**config.mk**
```make
export PLATFORM = sky130hd
export DESIGN_NAME = wave_analyzer
export DESIGN_NICKNAME = d
export VERILOG_FILES = /design/src/rtl/wave_analyzer.sv
export SDC_FILE = /design/constraint.sdc
export NUM_CORES = 1
export LEC_CHECK = 0
export BUFFER_PORTS_ARGS = -buffer_cell sky130_fd_sc_hd__buf_2
export CORE_MARGIN = 2
export CORE_UTILIZATION = 25
export CTS_BUF_LIST = sky130_fd_sc_hd__clkbuf_16
export DETAILED_ROUTE_END_ITERATION = 12
export PLACE_DENSITY_LB_ADDON = 0.1
export SLEW_MARGIN = 20
export SYNTH_ARGS = -nofsm -noshare
export SYNTH_HDL_FRONTEND = slang
export SYNTH_SLANG_ARGS = --single-unit
```
**constraint.sdc**
```tcl
create_clock -name clk -period 4.5 [get_ports clk]
set_input_delay 0.45 -clock clk [delete_from_list [all_inputs] [get_ports clk]]
set_output_delay 0.45 -clock clk [all_outputs]
set_load 0.05 [all_outputs]
```
**src/rtl/wave_analyzer.sv**
```systemverilog
// Period and min/max analyzer for the signal_generator output stream.
// Measures samples between rising threshold crossings and strobes out each result.
module wave_analyzer #(
    parameter int unsigned WIDTH  = 5,
    parameter int unsigned THRESH = 16,
    parameter int unsigned CNT_W  = 8
) (
    input  logic             clk,
    input  logic             rst,
    input  logic [1:0]       wave_choise,
    input  logic [WIDTH-1:0] wave,
    output logic [CNT_W-1:0] period,
    output logic [WIDTH-1:0] wave_max,
    output logic [WIDTH-1:0] wave_min,
    output logic             meas_valid,
    output logic             meas_stb,
    output logic             overflow
);

    localparam int unsigned     CMAX   = (1 << CNT_W) - 1;
    localparam logic [CNT_W-1:0] CMAX_V = CNT_W'(CMAX);
    localparam logic [WIDTH-1:0] THR_V  = WIDTH'(THRESH);

    typedef enum logic [1:0] {
        IDLE    = 2'd0,
        ARM     = 2'd1,
        MEASURE = 2'd2
    } state_t;

    state_t           state, state_nxt;
    logic [WIDTH-1:0] prev;
    logic [1:0]       sel_q;
    logic [CNT_W-1:0] count, count_nxt;
    logic [WIDTH-1:0] run_min, run_min_nxt;
    logic [WIDTH-1:0] run_max, run_max_nxt;
    logic [CNT_W-1:0] period_nxt;
    logic [WIDTH-1:0] wave_max_nxt, wave_min_nxt;
    logic             meas_valid_nxt, meas_stb_nxt, overflow_nxt;

    logic crossing_c;
    logic sel_chg_c;

    assign crossing_c = (prev < THR_V) && (wave >= THR_V);
    assign sel_chg_c  = (wave_choise != sel_q);

    // State and datapath registers
    always_ff @(posedge clk) begin
        if (rst) begin
            state      <= IDLE;
            prev       <= '0;
            sel_q      <= wave_choise;
            count      <= '0;
            run_min    <= '0;
            run_max    <= '0;
            period     <= '0;
            wave_max   <= '0;
            wave_min   <= '0;
            meas_valid <= 1'b0;
            meas_stb   <= 1'b0;
            overflow   <= 1'b0;
        end else begin
            state      <= state_nxt;
            prev       <= wave;
            sel_q      <= wave_choise;
            count      <= count_nxt;
            run_min    <= run_min_nxt;
            run_max    <= run_max_nxt;
            period     <= period_nxt;
            wave_max   <= wave_max_nxt;
            wave_min   <= wave_min_nxt;
            meas_valid <= meas_valid_nxt;
            meas_stb   <= meas_stb_nxt;
            overflow   <= overflow_nxt;
        end
    end

    // Next-state and measurement logic; a select change overrides everything
    always_comb begin
        state_nxt      = state;
        count_nxt      = count;
        run_min_nxt    = run_min;
        run_max_nxt    = run_max;
        period_nxt     = period;
        wave_max_nxt   = wave_max;
        wave_min_nxt   = wave_min;
        meas_valid_nxt = meas_valid;
        meas_stb_nxt   = 1'b0;
        overflow_nxt   = overflow;

        if (sel_chg_c) begin
            meas_valid_nxt = 1'b0;
            overflow_nxt   = 1'b0;
            state_nxt      = IDLE;
        end else begin
            case (state)
                IDLE: state_nxt = ARM;
                ARM: begin
                    if (crossing_c) begin
                        count_nxt   = CNT_W'(1);
                        run_min_nxt = wave;
                        run_max_nxt = wave;
                        state_nxt   = MEASURE;
                    end
                end
                MEASURE: begin
                    if (crossing_c) begin
                        period_nxt     = count;
                        wave_min_nxt   = run_min;
                        wave_max_nxt   = run_max;
                        meas_stb_nxt   = 1'b1;
                        meas_valid_nxt = 1'b1;
                        overflow_nxt   = 1'b0;
                        count_nxt      = CNT_W'(1);
                        run_min_nxt    = wave;
                        run_max_nxt    = wave;
                    end else if (count != CMAX_V) begin
                        count_nxt = count + CNT_W'(1);
                        if (wave < run_min) run_min_nxt = wave;
                        if (wave > run_max) run_max_nxt = wave;
                    end else begin
                        overflow_nxt   = 1'b1;
                        meas_valid_nxt = 1'b0;
                        state_nxt      = ARM;
                    end
                end
                default: state_nxt = IDLE;
            endcase
        end
    end

endmodule

```
==> out/qor.yml <==
hold_class: "in -> reg"
antenna_found_initial: 0
place_congestion: 0.695
final_util: 0.307
fin_crit_sh: 0.449
peakVddDrop_mv: 0.121
pwr_density_cell_mw_per_mm2: 336
avgSynthCellArea_sq_um: 9.05
switchingPower_uw: 185
viasPerCell: 4.49
grt_pass1_vias: 1584
cts_tree: "yes"
critPathSlowestCell: "a31oi_1"
wl_per_cell_microns: 13.7
dp_hpwl_mm: 3.26
area_growth_pct: 18.9
cts_num_sinks: 44
place_area_sq_mm: 0.00223
path_clk_slew_ns: 0.06
fill_cells: 830
synth_area_leaders: "dfxtp_1 (44%), mux2i_1 (10%), nor2_1 (6.6%), ha_1 (6.3%), a21oi_1 (5.0%)"
yosys_warnings: 0
hold_ws_ns: 0.281
cts_resized: 0
finClkSkew_ns: 0.00530
fp.dieH_microns: 93.3
yosysTopAreaCellShare: 0.442
fin_tns_setup_ns: 0
cp_cell_sequence: "ha_1, nand3_1, o21ai_1, a31oi_1, o21ai_2, mux2i_1"
hold_viol: 0
synth-edff-count: 0
clock_path_buffers: 2
drc_errors: 0
crit_arrival_ns: 2.19
numCtsBuffers: 5
ios: 30
yosysTopAreaCell: "dfxtp_1"
worstPathMaxFanout: 7
comb_power_share: 0.053
p_int_uw: 611
ys_seq_area_frac: 0.442
htreeDepth: 2
via_count: 1571
slowest_delay_ns: 0.55
setup_viol: 0
period_minus_slack_ns: 2.02
pwr-share-clk: 0.451
status: "finished clean"
wl_mm: 4.78
rows: 32
dr.pass1.iters: 4
slew_headroom: 0.469
path_class: "reg -> reg"
die_w_microns: 93.3
grt_max_degree: 47
dieArea_sq_mm: 0.00870
post_cts_buffers: 0
drive_above_1_share: 0.185
syn_area_sq_mm: 0.00199
ctsHoldBuffers: 0
post-place-cells: 342
synth_cell_types: 35
nets: 266
start_util: 0.258
max-cap-violations: 0
diodes: 0
antenna_left: 0
sw_frac_of_total: 0.233
seqPwrFrac: 0.497
final_max_slew_viol_count: 0
io_buffers: 29
async_reset_ff_frac: 0
cp-start-kind: "flip-flop"
grt_pass1_wl_mm: 7.87
synth_flop_cell: "dfxtp_1"
root_buffer: "clkbuf_16"
drt_iter0_markers: 88
grt_setup_unrepaired: "false"
fin_area_sq_mm: 0.00237
fmax_mhz: 495
syn-num-nets: 239
grt-ovfl-total: 0
final_cells: 350
critPathCaptureType: "flip-flop"
leakagePower_nw: 0.992
critPathRequiredTime_ns: 4.66
ys_seq_elements: 44
grt_use_total: 0.119
clock_latency_ns: 0.29
synth_cells: 220
max_slew.worst_pin.slew_ns: 0.796
coreArea_sq_mm: 0.00773
-- metal layers --
| layer | GRT usage | part of all wire | vias to the layer above |
|---|---|---|---|
| met5 | 0 | 0 | - |
| met4 | 0.0588 | 0.020 | 0 |
| met3 | 0.0290 | 0.034 | 8 |
| met2 | 0.197 | 0.47 | 26 |
| met1 | 0.143 | 0.47 | 729 |
| li1 | - | - | 808 |
-- kinds of logic after synthesis --
kind of cell,count (synthesis),share of synthesized area
simple gates,84,0.220
buf+inv,21,0.0421
flops,44,0.442
xor+xnor,2,0.00880
compound gates,39,0.123
mux,20,0.101
fa+ha+maj,10,0.0628
-- power groups by stage --
stage          logic [mW]  clock network [mW]  registers, mW
3_3_place_gp       0.0429                   0          0.404
4_1_cts            0.0428               0.374          0.395
3_5_place_dp       0.0425                   0          0.404
6_report           0.0418               0.359          0.395
2_1_floorplan      0.0292                   0          0.403
5_1_grt            0.0475               0.383          0.395
-- cells in the mapped netlist, types with 2 or more instances --
| master | count |
|---|---|
| a211oi_1 | 3 |
| a21oi_1 | 20 |
| a311oi_1 | 3 |
| a31oi_1 | 2 |
| a41oi_1 | 2 |
| buf_2 | 2 |
| clkbuf_1 | 6 |
| clkbuf_2 | 2 |
| dfxtp_1 | 44 |
| ha_1 | 10 |
| inv_1 | 11 |
| mux2i_1 | 20 |
| nand2_1 | 9 |
| nand2b_1 | 16 |
| nand3_1 | 7 |
| nand4_1 | 4 |
| nor2_1 | 35 |
| nor3_1 | 2 |
| o21ai_0 | 4 |
| or4_1 | 2 |
| xnor2_1 | 2 |
-- cell usage in the layout (no fill, tap or decap), drive strengths merged, types with 5 or more instances in the layout --
cell,instances
clkbuf,5
nand3,7
mux2i,20
o21ai,6
inv,11
nor2,35
nand2b,16
buf,30
ha,10
nand2,10
dfxtp,44
a21oi,21
-- registers in the layout, indices dropped and copies added (netlist names) --
register    flops
wave_min        5
run_max         5
overflow        1
count           8
state           2
sel_q           2
period          8
prev            1
run_min         5
meas_stb        1
wave_max        5
meas_valid      1
-- final timing paths --
kind | startpoint | cells after the start | endpoint | slack [ns]
worst min-delay path | wave_choise[1] | 1 | sel_q[1]$_DFF_P_ | 0.28
worst min register to register | meas_valid$_SDFFE_PP0P_ | 2 | meas_valid$_SDFFE_PP0P_ | 0.46
worst max register to register | count[0]$_SDFFE_PP0P_ | 6 | run_min[2]$_SDFFE_PP0P_ | 2.48
worst max-delay path | count[0]$_SDFFE_PP0P_ | 6 | run_min[2]$_SDFFE_PP0P_ | 2.48
-- worst max-delay path, delay by kind of cell, from the launching register on --
kind	cells	cell delay [ns]
simple gates	1	0.14
compound gates	3	0.94
fa+ha+maj	1	0.27
mux	1	0.17
flops	1	0.38
-- cell type report --
| type | instances | area (sq um) | share of cell area |
|---|---|---|---|
| Inverter | 11 | 41.3 | 0.0174 |
| Sequential cell | 44 | 881 | 0.372 |
| Clock inverter | 3 | 13.8 | 0.00581 |
| Tap cell | 102 | 128 | 0.0539 |
| Multi-Input combinational cell | 155 | 1030 | 0.434 |
| Clock buffer | 5 | 125 | 0.0528 |
| Timing Repair Buffer | 30 | 153 | 0.0644 |
-- per-stage QoR --
| stage | power [mW] | setup slack (ns) |
|---|---|---|
| 6_report | 0.796 | 2.48 |
| 5_1_grt | 0.826 | 2.25 |
| 2_1_floorplan | 0.433 | 2.82 |
| 4_1_cts | 0.812 | 2.44 |
| 3_5_place_dp | 0.447 | 2.32 |
| 3_3_place_gp | 0.447 | 2.35 |
Power figures use the tool's default switching activity.
